==> src/rtl/fir_pkg.sv <==
// Shared widths, data types, sequencer states and output saturation for the FIR MAC sequencer.
// Types only; no state.
package fir_pkg;

  localparam int DEF_NTAPS  = 16;
  localparam int DEF_DATA_W = 16;
  localparam int DEF_ACC_W  = 33;

  typedef logic signed [DEF_DATA_W-1:0] sample_t;
  typedef logic signed [DEF_ACC_W-1:0]  acc_t;

  typedef enum logic [1:0] {
    IDLE  = 2'd0,
    ISSUE = 2'd1,
    WAIT  = 2'd2,
    DONE  = 2'd3
  } seq_state_t;

  // Drop the Q1.15 product scaling (floor toward -inf), then clamp to the sample range.
  function automatic sample_t sat16(input acc_t acc);
    acc_t shifted;
    acc_t sat_hi;
    acc_t sat_lo;
    shifted = acc >>> (DEF_DATA_W - 1);
    sat_hi  = acc_t'((1 << (DEF_DATA_W - 1)) - 1);
    sat_lo  = acc_t'(-(1 << (DEF_DATA_W - 1)));
    if (shifted > sat_hi) begin
      return sample_t'(sat_hi[DEF_DATA_W-1:0]);
    end else if (shifted < sat_lo) begin
      return sample_t'(sat_lo[DEF_DATA_W-1:0]);
    end else begin
      return sample_t'(shifted[DEF_DATA_W-1:0]);
    end
  endfunction

endpackage

==> src/rtl/fir_mac_sequencer_if.sv <==
// Sample stream, coefficient write port, MAC initiator port and filtered output of the sequencer.
// master = sequencer side, slave = surrounding datapath (source, MAC, output stage).
interface fir_mac_sequencer_if
  import fir_pkg::*;
#(
  parameter int NTAPS  = DEF_NTAPS,
  parameter int DATA_W = DEF_DATA_W,
  parameter int ACC_W  = DEF_ACC_W
) ();

  localparam int AW = $clog2(NTAPS);

  logic                     sample_valid_i;
  logic signed [DATA_W-1:0] sample_i;
  logic                     sample_ready_o;

  logic                     coef_we_i;
  logic [AW-1:0]            coef_addr_i;
  logic signed [DATA_W-1:0] coef_i;

  logic                     mac_clk_en_o;
  logic signed [DATA_W-1:0] mac_a_o;
  logic signed [DATA_W-1:0] mac_b_o;
  logic signed [ACC_W-1:0]  mac_prev_o;
  logic signed [ACC_W-1:0]  mac_result_i;

  logic                     out_valid_o;
  logic signed [DATA_W-1:0] out_sample_o;
  logic                     busy_o;

  modport master (
    input  sample_valid_i, sample_i, coef_we_i, coef_addr_i, coef_i, mac_result_i,
    output sample_ready_o, mac_clk_en_o, mac_a_o, mac_b_o, mac_prev_o,
           out_valid_o, out_sample_o, busy_o
  );

  modport slave (
    output sample_valid_i, sample_i, coef_we_i, coef_addr_i, coef_i, mac_result_i,
    input  sample_ready_o, mac_clk_en_o, mac_a_o, mac_b_o, mac_prev_o,
           out_valid_o, out_sample_o, busy_o
  );

endinterface

==> src/rtl/fir_delay_line.sv <==
// Circular sample delay line; write advances the pointer, tap 0 reads the newest sample.
// Read is combinational; writes are never refused (caller gates them).
module fir_delay_line
  import fir_pkg::*;
#(
  parameter int NTAPS  = DEF_NTAPS,
  parameter int DATA_W = DEF_DATA_W
) (
  input  logic                             clk_i,
  input  logic                             rst_i,
  input  logic                             wr_en,
  input  logic signed [DATA_W-1:0]         wr_dat,
  input  logic [$clog2(NTAPS)-1:0]         tap,
  output logic signed [DATA_W-1:0]         rd_dat
);

  localparam int AW = $clog2(NTAPS);

  logic [AW-1:0]            wp_q;
  logic [AW-1:0]            wp_nxt;
  logic signed [DATA_W-1:0] mem_q [NTAPS];

  assign wp_nxt = wp_q + AW'(1);

  always_ff @(posedge clk_i) begin
    if (rst_i) begin
      wp_q <= '0;
      for (int i = 0; i < NTAPS; i++) begin
        mem_q[i] <= '0;
      end
    end else if (wr_en) begin
      wp_q          <= wp_nxt;
      mem_q[wp_nxt] <= wr_dat;
    end
  end

  // Pointer arithmetic wraps naturally because NTAPS is a power of two.
  assign rd_dat = mem_q[wp_q - tap];

endmodule

==> src/rtl/fir_mac_sequencer.sv <==
// FIR tap sequencer driving an external 16x16 MAC, one tap per transaction, one output per sample.
// Latency NTAPS*(1+MAC_LAT)+1 from accept to out_valid_o; samples accepted only in IDLE.
module fir_mac_sequencer
  import fir_pkg::*;
#(
  parameter int NTAPS   = DEF_NTAPS,
  parameter int DATA_W  = DEF_DATA_W,
  parameter int ACC_W   = DEF_ACC_W,
  parameter int MAC_LAT = 1
) (
  input logic                 clk_i,
  input logic                 rst_i,
  fir_mac_sequencer_if.master bus
);

  localparam int AW  = $clog2(NTAPS);
  localparam int WCW = (MAC_LAT > 1) ? $clog2(MAC_LAT) : 1;

  seq_state_t               state_q, state_d;
  logic [AW-1:0]            tap_q, tap_d;
  logic [WCW-1:0]           wait_q, wait_d;
  logic signed [ACC_W-1:0]  acc_q, acc_d;
  logic signed [DATA_W-1:0] out_q, out_d;
  logic signed [DATA_W-1:0] coef_q [NTAPS];

  logic                     accept;
  logic                     coef_wr;
  logic signed [DATA_W-1:0] tap_dat;

  logic                     ready_c;
  logic                     mac_en_c;
  logic signed [DATA_W-1:0] mac_a_c;
  logic signed [DATA_W-1:0] mac_b_c;
  logic signed [ACC_W-1:0]  mac_prev_c;
  logic                     out_valid_c;

  assign accept  = (state_q == IDLE) && bus.sample_valid_i;
  assign coef_wr = (state_q == IDLE) && bus.coef_we_i;

  fir_delay_line #(
    .NTAPS  (NTAPS),
    .DATA_W (DATA_W)
  ) u_delay_line (
    .clk_i  (clk_i),
    .rst_i  (rst_i),
    .wr_en  (accept),
    .wr_dat (bus.sample_i),
    .tap    (tap_q),
    .rd_dat (tap_dat)
  );

  // A write landing in the accept cycle is visible from tap 0 onwards.
  always_ff @(posedge clk_i) begin
    if (rst_i) begin
      for (int i = 0; i < NTAPS; i++) begin
        coef_q[i] <= '0;
      end
    end else if (coef_wr) begin
      coef_q[bus.coef_addr_i] <= bus.coef_i;
    end
  end

  always_ff @(posedge clk_i) begin
    if (rst_i) begin
      state_q <= IDLE;
      tap_q   <= '0;
      wait_q  <= '0;
      acc_q   <= '0;
      out_q   <= '0;
    end else begin
      state_q <= state_d;
      tap_q   <= tap_d;
      wait_q  <= wait_d;
      acc_q   <= acc_d;
      out_q   <= out_d;
    end
  end

  always_comb begin
    state_d     = state_q;
    tap_d       = tap_q;
    wait_d      = wait_q;
    acc_d       = acc_q;
    out_d       = out_q;
    ready_c     = 1'b0;
    mac_en_c    = 1'b0;
    mac_a_c     = '0;
    mac_b_c     = '0;
    mac_prev_c  = '0;
    out_valid_c = 1'b0;

    case (state_q)
      IDLE: begin
        ready_c = 1'b1;
        if (bus.sample_valid_i) begin
          tap_d   = '0;
          state_d = ISSUE;
        end
      end

      ISSUE, WAIT: begin
        // Operands depend only on registered state, so they stay put for the whole tap.
        mac_en_c   = 1'b1;
        mac_a_c    = tap_dat;
        mac_b_c    = coef_q[tap_q];
        mac_prev_c = (tap_q == '0) ? '0 : acc_q;
        if (state_q == ISSUE) begin
          wait_d  = WCW'(MAC_LAT - 1);
          state_d = WAIT;
        end else if (wait_q == '0) begin
          acc_d = bus.mac_result_i;
          if (tap_q == AW'(NTAPS - 1)) begin
            out_d   = sat16(acc_t'(bus.mac_result_i));
            state_d = DONE;
          end else begin
            tap_d   = tap_q + AW'(1);
            state_d = ISSUE;
          end
        end else begin
          wait_d = wait_q - WCW'(1);
        end
      end

      DONE: begin
        out_valid_c = 1'b1;
        state_d     = IDLE;
      end

      default: begin
        state_d = IDLE;
      end
    endcase
  end

  assign bus.sample_ready_o = ready_c;
  assign bus.mac_clk_en_o   = mac_en_c;
  assign bus.mac_a_o        = mac_a_c;
  assign bus.mac_b_o        = mac_b_c;
  assign bus.mac_prev_o     = mac_prev_c;
  assign bus.out_valid_o    = out_valid_c;
  assign bus.out_sample_o   = out_q;
  assign bus.busy_o         = (state_q != IDLE);

endmodule

==> src/flat_wrapper.sv <==
// flat-port wrapper written by rule: the top's interface ports become plain ports
module fir_mac_sequencer_flat import fir_pkg::*;
#(
  parameter int NTAPS   = DEF_NTAPS,
  parameter int DATA_W  = DEF_DATA_W,
  parameter int ACC_W   = DEF_ACC_W,
  parameter int MAC_LAT = 1
)
  (clk_i, rst_i, bus_sample_valid_i, bus_sample_i, bus_coef_we_i, bus_coef_addr_i, bus_coef_i, bus_mac_result_i, bus_sample_ready_o, bus_mac_clk_en_o, bus_mac_a_o, bus_mac_b_o, bus_mac_prev_o, bus_out_valid_o, bus_out_sample_o, bus_busy_o);
  fir_mac_sequencer_if #(.NTAPS(NTAPS), .DATA_W(DATA_W), .ACC_W(ACC_W)) bus_i ();
  input logic clk_i;
  input logic rst_i;
  input wire logic [$bits(bus_i.sample_valid_i)-1:0] bus_sample_valid_i;
  input wire logic [$bits(bus_i.sample_i)-1:0] bus_sample_i;
  input wire logic [$bits(bus_i.coef_we_i)-1:0] bus_coef_we_i;
  input wire logic [$bits(bus_i.coef_addr_i)-1:0] bus_coef_addr_i;
  input wire logic [$bits(bus_i.coef_i)-1:0] bus_coef_i;
  input wire logic [$bits(bus_i.mac_result_i)-1:0] bus_mac_result_i;
  output wire logic [$bits(bus_i.sample_ready_o)-1:0] bus_sample_ready_o;
  output wire logic [$bits(bus_i.mac_clk_en_o)-1:0] bus_mac_clk_en_o;
  output wire logic [$bits(bus_i.mac_a_o)-1:0] bus_mac_a_o;
  output wire logic [$bits(bus_i.mac_b_o)-1:0] bus_mac_b_o;
  output wire logic [$bits(bus_i.mac_prev_o)-1:0] bus_mac_prev_o;
  output wire logic [$bits(bus_i.out_valid_o)-1:0] bus_out_valid_o;
  output wire logic [$bits(bus_i.out_sample_o)-1:0] bus_out_sample_o;
  output wire logic [$bits(bus_i.busy_o)-1:0] bus_busy_o;
  assign bus_i.sample_valid_i = bus_sample_valid_i;
  assign bus_i.sample_i = bus_sample_i;
  assign bus_i.coef_we_i = bus_coef_we_i;
  assign bus_i.coef_addr_i = bus_coef_addr_i;
  assign bus_i.coef_i = bus_coef_i;
  assign bus_i.mac_result_i = bus_mac_result_i;
  assign bus_sample_ready_o = bus_i.sample_ready_o;
  assign bus_mac_clk_en_o = bus_i.mac_clk_en_o;
  assign bus_mac_a_o = bus_i.mac_a_o;
  assign bus_mac_b_o = bus_i.mac_b_o;
  assign bus_mac_prev_o = bus_i.mac_prev_o;
  assign bus_out_valid_o = bus_i.out_valid_o;
  assign bus_out_sample_o = bus_i.out_sample_o;
  assign bus_busy_o = bus_i.busy_o;
  fir_mac_sequencer #(.NTAPS(NTAPS), .DATA_W(DATA_W), .ACC_W(ACC_W), .MAC_LAT(MAC_LAT)) u_core (.clk_i(clk_i), .rst_i(rst_i), .bus(bus_i));
endmodule
==> config.mk <==
export PLATFORM = sky130hd
export DESIGN_NAME = fir_mac_sequencer_flat
export DESIGN_NICKNAME = d
export VERILOG_FILES = /design/src/rtl/fir_pkg.sv /design/src/rtl/fir_mac_sequencer_if.sv /design/src/rtl/fir_delay_line.sv /design/src/rtl/fir_mac_sequencer.sv /design/src/flat_wrapper.sv
export SDC_FILE = /design/constraint.sdc
export NUM_CORES = 1
export LEC_CHECK = 0
export CORE_AREA = 2 2 283 285
export DETAILED_ROUTE_END_ITERATION = 8
export DIE_AREA = 0 0 285 287
export GPL_ROUTABILITY_DRIVEN = 0
export HOLD_SLACK_MARGIN = 0.02
export PLACE_DENSITY = 0.55
export SLEW_MARGIN = 20
export SYNTH_ARGS = -nofsm -noshare
export SYNTH_HDL_FRONTEND = slang
export SYNTH_SLANG_ARGS = --single-unit
==> constraint.sdc <==
create_clock -name clk_i -period 3.3 [get_ports clk_i]
set_input_delay 0.33 -clock clk_i [delete_from_list [all_inputs] [get_ports clk_i]]
set_output_delay 0.33 -clock clk_i [all_outputs]
set_load 0.05 [all_outputs]
==> After elaboration in Yosys (flattened, before gate mapping) <==
Memories as Yosys holds them, arrays and structs flattened. A register that Yosys moved wholly into a read port is not among the register bits.
Cells that the tools add are included.
{ "word_totals": {"out_inout_bits": 85, "ff_bits": 60, "mem_count": 2, "elab_cells": 75, "inputBits": 73, "ram_bits": 512} }
{ "mem_list": {"columns": ["name", "depth", "word_bits", "read_ports", "rd_clocked_by_memory_dff", "write_ports", "line", "text"], "rows": [
  ["u_core.coef_q", 16, 16, 1, 1, 16, "fir_mac_sequencer.sv:24", "logic signed [DATA_W-1:0] coef_q [NTAPS];"],
  ["u_core.u_delay_line.mem_q", 16, 16, 1, 0, 16, "fir_delay_line.sv:21", "logic signed [DATA_W-1:0] mem_q [NTAPS];"]
]} }
{ "classes": {"bitwise": 2, "muxes": 37, "n_eq_ne": 9, "n_reduce_logical": 13, "n_lt_le_gt_ge": 2, "add_sub_neg": 4} }
{ "op_table": {"columns": ["operator", "n"], "rows": [
  ["16-bit 2-to-1 mux", 6],
  ["33-bit 2-to-1 mux", 2],
  ["4-bit 2-to-1 mux", 8],
  ["16-bit OR reduction", 2],
  ["18-bit by 16-bit > comparator with 1-bit output (second input constant)", 1],
  ["18-bit by 16-bit < comparator with 1-bit output (second input constant)", 1],
  ["1-bit 2-to-1 mux", 15],
  ["4-bit by 1-bit adder with 4-bit output (second input constant)", 2],
  ["2-bit 2-to-1 mux", 4],
  ["2-bit inequality test (second input constant)", 4],
  ["4-bit case mux with 2 select lines", 1],
  ["2-bit case mux with 3 select lines", 1],
  ["5-bit AND reduction", 1],
  ["2-bit == test (second input constant)", 2],
  ["4-bit == test (second input constant)", 1],
  ["4-bit zero test", 1],
  ["4-bit AND reduction", 1],
  ["2-bit nonzero test", 2],
  ["4-bit subtractor", 1],
  ["3-bit inequality test (second input constant)", 1],
  ["3-bit AND reduction", 1],
  ["2-bit by 1-bit == test with 1-bit output (second input constant)", 1],
  ["1-bit logical AND", 2],
  ["2-bit zero test", 1],
  ["other kinds (4)", 5]
]} }

==> Depth between registers and ports, before layout <==
Gate-level depths: netlist (run 1).
{ "logic_depth": {"ltp_word": 7, "depth_mapped": 9, "mapped_depth_nobuf": 7} }

==> Cells and area by module <==
Synthesis (run 1) repeated with hierarchy kept, for this count alone.
{ "unflattened": {"hier_cells": 1972, "area_unflattened_um2": 27368.7} }
{ "modules_own_cells": {"columns": ["mod", "area_each_um2", "instances", "cells_per_inst", "seq_area_each_um2"], "rows": [
  ["fir_mac_sequencer", 14731.6, 1, 1134, 8868.5],
  ["fir_delay_line", 12637.1, 1, 838, 7767.4]
]} }

==> Least setup slack after synthesis (run 1) <==
Ideal clock, no wire load.
{ "synth_path": {"path_kind": "register to output", "start": "reg u_core.u_delay_line.wp_q[0]", "end": "out bus_mac_a_o[10]", "arrival_ps": 2695, "path_stages_with_launch": 10, "required_time_ps": 2970, "path_buffers": 2, "setup_slack_ps": 275, "path_cell_list": "dfxtp_1 inv_1 ha_1 inv_1 fa_1 clkbuf_1 buf_2 mux4_2 mux2i_1 o22ai_1"} }
{ "synth_via": {"elab_chain_len": 3} }
{ "synth_lines": {"columns": ["element", "line", "text"], "rows": [
  ["start: declaration", "fir_delay_line.sv:19", "logic [AW-1:0] wp_q;"],
  ["start signal: assignment", "fir_delay_line.sv:32", "wp_q <= wp_nxt;"],
  ["4-bit subtractor", "fir_delay_line.sv:38", "assign rd_dat = mem_q[wp_q - tap];"],
  ["memory 16 x 16 bit", null, null],
  ["16-bit 2-to-1 mux", "fir_mac_sequencer.sv:92", "case (state_q)"],
  ["end: declaration", "flat_wrapper.sv:21", "output wire logic [$bits(bus_i.mac_a_o)-1:0] bus_mac_a_o;"]
]} }
No other way between the ends.

==> Worst setup path after layout (run 1) <==
{ "layout_path": {"start": "reg u_core.u_delay_line.wp_q[0]", "end": "out bus_mac_a_o[11]"} }
The elaborated chain is that of the path after synthesis.

==> results of run 1 <==
## per-layer routing
layer  routed length [um]  vias up  part of all wire
met5                   16        -           0.00024
met4                 1680        2             0.025
met3                 3070       92             0.045
met2                33300      359              0.49
met1                29800     7617              0.44
li1                     -     6786                 -
## path summary, 6_finish.rpt
kind / from / endpoint / slack [ns] / cells past startpoint
max: u_core.u_delay_line.wp_q[0] / bus_mac_a_o[11] / -0.05 / 12
min: bus_mac_result_i[13] / u_core.acc_q[13] / 0.34 / 3
max reg2reg: u_core.state_q[0] / u_core.coef_q[6][13] / 0.92 / 5
min reg2reg: u_core.bus.out_sample_o[8] / u_core.bus.out_sample_o[8] / 0.45 / 2
## sequential cells by signal, indices dropped and copies added (netlist names), named ones only
register / cells
u_core.coef_q: 256
u_core.u_delay_line.mem_q: 256
u_core.acc_q: 33
u_core.bus.out_sample_o: 16
u_core.tap_q: 4
u_core.u_delay_line.wp_q: 4
u_core.state_q: 2
## synthesized netlist by cell type (2+ instances only)
cell type,count
buf_4,23
edfxtp_1,512
nor2_1,49
a21oi_1,25
nor2_4,26
and2_1,547
buf_6,8
nand2_4,8
or2_2,32
inv_1,9
clkbuf_1,52
nand3_1,4
buf_2,41
dfxtp_1,63
mux4_2,127
o21ai_0,17
a21o_1,2
xor2_1,3
buf_1,3
ha_1,15
o22ai_1,31
and3_1,2
mux2i_1,100
nor2_2,3
nand2b_1,4
nand2_1,23
mux2_2,2
nor3_4,4
nand2b_4,2
## worst max-delay path: cells and delay by family (launching register included)
kind | cells | cell delay (ns)
buffers and inverters | 7 | 0.81
AOI/OAI and AO/OA | 1 | 0.16
adders and majority gates | 2 | 0.60
muxes | 2 | 0.49
DFF | 1 | 0.35
## metrics by stage
stage | utilization | power (mW) | hold WS, ns | instance area, um^2
6_report | 0.413 | 19.7 | 0.335 | 32400
5_1_grt | 0.413 | 20.4 | 0.335 | 32400
4_1_cts | 0.412 | 19.9 | 0.292 | 32400
3_5_place_dp | 0.377 | 12.0 | 0.449 | 29600
3_3_place_gp | 0.377 | 11.9 | 0.441 | 29600
2_1_floorplan | - | 10.8 | 0.452 | 26600
## layout make-up
class	count	share of cell area
sequential	575	0.513
multi-input combinational	1053	0.298
timing repair buffer	232	0.0816
clock buffer	87	0.0556
tap	1050	0.0405
clock inverter	37	0.00933
inverter	10	0.00123
antenna	2	0.000154
## power groups by stage
stage | Sequential [mW] | Combinational (mW) | Clock (mW)
4_1_cts | 8.33 | 4.23 | 7.30
2_1_floorplan | 8.41 | 2.41 | 0
6_report | 8.32 | 4.20 | 7.16
5_1_grt | 8.35 | 4.42 | 7.58
3_3_place_gp | 8.46 | 3.48 | 0
3_5_place_dp | 8.48 | 3.53 | 0
## cells by family after synthesis
family / after synthesis / synth area share
AND/OR/NAND/NOR: 716 / 0.171
flip-flops: 575 / 0.624
multiplexers: 229 / 0.146
buffers and inverters: 138 / 0.0269
AO/OA/AOI/OAI: 87 / 0.0215
adder cells (fa/ha/maj): 16 / 0.00780
XOR/XNOR: 5 / 0.00235
## timing repair
item / 4_1_cts / 5_1_grt
hold endpoints to repair: 0 / 0
buffers inserted: 12 / 1
pin swaps: 12 / 5
gates resized for setup: 85 / 12
setup endpoints to repair: 25 / 49
gates cloned: 5 / 0
==> run_results.csv, run 1 <==
group,metric,value,unit
run_status,status,"complete, but fails checks",
run_status,violations,"setup timing",
die,die_width,285,um
setup_path,crit_path_max_fanout,5,
power,p_seq_frac,0.423,
power,clockPowerShare,0.364,
timing,skew,0.0245,ns
finish,finalNonFillerCells,3046,
finish,fillerInstances,7197,
cts,tritoncts,"yes",
timing,period_share,1.02,
global_route,grt_pass1_vias,15700,
timing,finalHoldViolations,0,
die,die_y,287,um
timing,setup_viol,7,
timing,relSlewSlack,0.441,
finish,finalNetCount,2029,
die,start_util,0.339,
placement,place_inst,2905,
yosys,syn_inst,1766,
route,vias,14900,
timing,slew_viol_final,0,
route,drt-total-wl,67.9,mm
yosys,synth_area_leader_cell,"edfxtp_1",
setup_path,slowest_stage,"fa_2",
power,peakVddDrop,0.000357,V
cts,root_buffer,"clkbuf_16",
setup_path,cp-start-kind,"flip-flop",
setup_path,critPathKind,"flip-flop to output port",
power,power.density,607,nW/um^2
finish,register_area,16700,um^2
cts,numCtsBuffers,68,
yosys,syn_nets,1855,
global_route,grt_max_degree,53,
global_route,antenna_found_initial,2,
route,avgRoutedWirePerCell,22.3,um
setup_path,critPathMaxStageDelay,0.46,ns
timing,rsz0062_at_grt,"yes",
route,drtIter0Drc,1123,
yosys,synth_ff_type,"edfxtp_1",
timing,fin_tns_setup,-0.139,ns
finish,multi_input_area,9670,um^2
setup_path,crit_top_cell,"buf_6",
cts,holdBufCountCts,0,
cts,clk_latency,0.60,ns
global_route,met3_usage,0.0273,
timing,tightest_slew,0.835,ns
finish,final_common_cell,"and2_1",
yosys,syn_avg_cell_area,15.1,um^2
cts,cts_sinks,575,
timing,setup_slack,-0.0529,ns
yosys,yosysTopAreaCellShare,0.577,
flow_run,drv_cap,0,
yosys,synth.distinct_cells,58,
setup_path,worstPathRequired,2.97,ns
setup_path,crit_path_cell_trace,"inv_4, ha_4, inv_2, fa_2, buf_4, buf_6, buf_16, buf_6, mux4_2, mux2i_2, o22ai_2, buf_6",
min_path,hp-class,"input pin to flip-flop",
setup_path,endpoint_kind,"output port",
power,p_leak,11.5,nW
route,drc,0,
yosys,synth_edf_count,512,
finish,syn2layout_area_growth,21.8,%
yosys,ys_warn_count,0,
global_route,track_usage,0.167,
setup_path,crit_arrival,3.02,ns
power,power_switching,5.48,mW
die,pin_count,158,
die,core_area,78600,um^2
route,via_per_inst,4.88,
cts,clk_pin_slew,0.06,ns
placement,place.port_buffers,157,
finish,drive_above_1_share,0.252,
global_route,grt-ovfl-total,0,
global_route,grt_util_met2,0.280,
yosys,ys_seq_elements,575,
global_route,grt_util_met1,0.224,
route,firstDrtPassIters,5,
cts,htreeDepth,3,
timing,fmax,0.298,GHz
die,fp-row-count,103,
die,dieArea,81800,um^2
yosys,synthTopCellsByArea,"edfxtp_1 (58%), and2_1 (13%), mux4_2 (11%)",
placement,dp_slack,0.116,ns
yosys,seq_area_frac_synth,0.624,
finish,final_cell_mix,"and2_1 (547), edfxtp_1 (512), mux4_2 (127)",
power,p_comb_frac,0.213,
power,swShare,0.278,
yosys,synthesis.area,26600,um^2
cts,cts_max_path_buffers,3,
global_route,grt_busiest_layer,"met2",
route,ant_nets,0,
global_route,grt_pass1_wl,102,mm
yosys,ys_async_sr_fraction,0,
power,internal_power,14.2,mW
placement,hpwl,43.6,mm
timing,fin_crit,3.35,ns
Note: power is estimated with default switching activity, not from simulation.
==> run 2: changes to the inputs <==
--- a/config.mk
+++ b/config.mk
@@ -5,6 +5,7 @@
 export SDC_FILE = /design/constraint.sdc
 export NUM_CORES = 1
 export LEC_CHECK = 0
+export CAP_MARGIN = 20
 export CORE_AREA = 2 2 283 285
 export DETAILED_ROUTE_END_ITERATION = 8
 export DIE_AREA = 0 0 285 287
==> results of run 2 <==
Final layout, timing and power as in run 1 (identical DEF).
==> run 3: changes to the inputs <==
--- a/config.mk
+++ b/config.mk
@@ -5,14 +5,14 @@
 export SDC_FILE = /design/constraint.sdc
 export NUM_CORES = 1
 export LEC_CHECK = 0
-export CAP_MARGIN = 20
-export CORE_AREA = 2 2 283 285
+export CORE_AREA = 2 2 287 289
 export DETAILED_ROUTE_END_ITERATION = 8
-export DIE_AREA = 0 0 285 287
+export DIE_AREA = 0 0 289 291
 export GPL_ROUTABILITY_DRIVEN = 0
 export HOLD_SLACK_MARGIN = 0.02
 export PLACE_DENSITY = 0.55
 export SLEW_MARGIN = 20
 export SYNTH_ARGS = -nofsm -noshare
 export SYNTH_HDL_FRONTEND = slang
+export SYNTH_HIERARCHICAL = 1
 export SYNTH_SLANG_ARGS = --single-unit
==> run 3 against run 2 <==
  * The flow still finishes with violations (setup timing)
  * Clock power shrank 1%
  * Sequential cell count is the same
  * Wire length increased by 15%
  * Clock-buffer cell count rose by 2
  * Highest routed layer unchanged
  * Synthesized cell count is 12% higher
  * Global-route usage grew 1.8 points
  * Critical endpoint is now bus_mac_a_o[4]
  * Largest cell class unchanged
  * Non-clock buffer count rose by 18
==> run_results.csv, run 3 <==
group,metric,value,unit
global_route,grt-ovfl-total,0,
cts,tritoncts,"yes",
timing,skew,0.0301,ns
route,avgRoutedWirePerCell,24.1,um
die,core_area,81200,um^2
yosys,synth.distinct_cells,60,
yosys,ys_seq_elements,575,
setup_path,crit_path_max_fanout,8,
finish,final_cell_mix,"edfxtp_1 (512), and2_1 (404), mux2i_1 (132)",
timing,rsz0062_at_grt,"yes",
cts,htreeDepth,3,
setup_path,crit_top_cell,"buf_12",
yosys,synthesis.area,27400,um^2
timing,setup_slack,-0.321,ns
finish,fin_util,0.409,
setup_path,slowest_stage,"fa_4",
yosys,syn_inst,1972,
cts,clk_latency,0.61,ns
cts,clk_pin_slew,0.06,ns
setup_path,critPathKind,"flip-flop to output port",
timing,fin_crit,3.62,ns
timing,fmax,0.276,GHz
setup_path,crit_arrival,3.29,ns
timing,setup_viol,16,
die,fp-row-count,105,
cts,cts_max_path_buffers,3,
die,die_width,289,um
global_route,track_usage,0.185,
yosys,seq_area_frac_synth,0.608,
yosys,synth_edf_count,512,
placement,dp_slack,0.210,ns
yosys,synthTopCellsByArea,"edfxtp_1 (56%), and2_1 (9.6%), mux4_2 (6.5%)",
timing,period_share,1.10,
yosys,yosysTopAreaCellShare,0.562,
finish,finalNonFillerCells,3240,
min_path,holdPathStages,2,
setup_path,cp-start-kind,"flip-flop",
placement,place.port_buffers,157,
yosys,synth_common_cells,"edfxtp_1 (512), and2_1 (420), mux2i_1 (132)",
finish,fillerInstances,7423,
setup_path,crit_path_cell_trace,"inv_2, ha_4, inv_2, fa_4, buf_12, buf_12, buf_16, mux4_2, nand4_1, nand3_1, and2_4, buf_12",
finish,finalNetCount,2211,
setup_path,path_delay_family,"adder cells",
die,pin_count,158,
die,dieArea,84100,um^2
yosys,syn_nets,2061,
global_route,grt_pass1_vias,17200,
finish,final_common_cell,"edfxtp_1",
setup_path,cp_num_buf_inv,6,
yosys,ys_async_sr_fraction,0,
power,peakVddDrop,0.000370,V
finish,drive_above_1_share,0.213,
cts,cts_sinks,575,
route,drc,0,
setup_path,r2r_end,"u_core/u_delay_line/mem_q[10][11]",
finish,syn2layout_area_growth,21.4,%
power,p_leak,11.6,nW
setup_path,critPathMaxStageDelay,0.91,ns
global_route,antenna_found_initial,3,
placement,hpwl,47.6,mm
route,firstDrtPassIters,7,
timing,tightest_slew,1.05,ns
timing,slew_viol_final,0,
timing,finalHoldViolations,0,
setup_path,cp.depth,12,
die,die_y,291,um
setup_path,r2r_start,"u_core/state_q[0]",
min_path,min_from,"rst_i",
cts,root_buffer,"clkbuf_16",
run_status,status,"complete, but fails checks",
global_route,grt_pass1_wl,114,mm
yosys,synth.most_common_cell,"edfxtp_1",
flow_run,drv_cap,0,
min_path,holdPathEnd,"u_core/u_delay_line/wp_q[2]",
cts,holdBufCountCts,0,
route,vias,16700,
setup_path,r2r_slack,0.54,ns
die,start_util,0.337,
min_path,hp-class,"input pin to flip-flop",
route,via_per_inst,5.17,
timing,holdWs,0.204,ns
timing,fin_tns_setup,-4.54,ns
timing,relSlewSlack,0.297,
placement,place_inst,3110,
run_status,violations,"setup timing",
setup_path,worstPathRequired,2.97,ns
finish,reg_top3,"u_core/coef_q (256), u_core/u_delay_line/mem_q (256), u_core/acc_q (33)",
power,power.density,559,nW/um^2
yosys,ys_warn_count,6,
yosys,synth_area_leader_cell,"edfxtp_1",
yosys,syn_avg_cell_area,13.9,um^2
route,drt-total-wl,77.9,mm
route,ant_nets,0,
setup_path,crit_start,"u_core/u_delay_line/wp_q[0]",
setup_path,endpoint_kind,"output port",
global_route,grt_max_degree,51,
route,drtIter0Drc,1366,
cts,numCtsBuffers,66,
setup_path,reg2reg_depth,8,
yosys,synth_ff_type,"edfxtp_1",
run 3: cell count changes in the layout (fill, tap and decap cells not counted), moves of 16 or more:
cell      change
a22oi_1      +49
mux2i_1      +58
and2_1      -143
and2_4       +21
buf_12       +38
nand4_1      +36
mux2i_4      -16
o211ai_1     +17
nor3b_1     +112
nand2_1      +59
mux4_2       -48
run 3: cell type report:
class	count	area (um^2)	area share
timing repair buffer	250	3200	0.0963
antenna	1	2.50	0.0000753
tap	1070	1340	0.0403
clock buffer	89	1780	0.0535
sequential	575	16600	0.501
inverter	12	45.0	0.00136
clock inverter	26	262	0.00787
multi-input combinational	1217	9960	0.300
run 3: power by group:
part	switching, mW	internal, mW	leakage, nW
combinational	1.74	1.48	4.84
sequential	0.101	8.19	5.79
clock	2.96	4.11	0.986
run 3: worst max path at each step:
stage / slack (ns) / endpoint
2_1_floorplan: 0.04 / u_core/u_delay_line/mem_q[12][0]
3_3_place_gp: 0.21 / bus_mac_a_o[0]
4_1_cts: -0.35 / bus_mac_a_o[4]
3_5_place_dp: 0.21 / bus_mac_a_o[15]
6_report: -0.32 / bus_mac_a_o[4]
5_1_grt: -0.44 / bus_mac_a_o[0]
run 3: worst register-to-register path, cell delays in order (launching register included):
cell and delay [ns]:
dfxtp_1 0.35, inv_1 0.11, ha_1 0.16, and2_1 0.30, nor2b_1 0.40, nand2_2 0.16, buf_4 0.33, o21bai_1 0.21
buf_4 0.40
run 3: cell families after synthesis:
| kind of cell | share of synthesized area |
|---|---|
| flops | 0.608 |
| mux | 0.114 |
| fa+ha+maj | 0.00759 |
| buf+inv | 0.0345 |
| simple gates | 0.196 |
| xor+xnor | 0.00288 |
| compound gates | 0.0366 |
run 3: what timing repair did:
item	CTS	global route
gates resized for setup	37	5
pin swaps	11	5
gates cloned	5	0
buffers inserted	9	0
endpoints found under the setup margin	16	17
run 3: per-layer routing:
layer	up-vias	track usage	wire length (um)
met5	-	0	37
met4	6	0.0632	2400
met3	132	0.0326	4400
met2	531	0.302	37900
met1	8540	0.247	33200
li1	7534	-	-
run 3: metrics by stage:
step	total power [mW]	area, um^2
finish	18.6	33200
global route	19.2	33200
CTS	18.8	33200
detailed placement	11.4	30800
global placement	11.4	30800
floorplan	10.3	27400
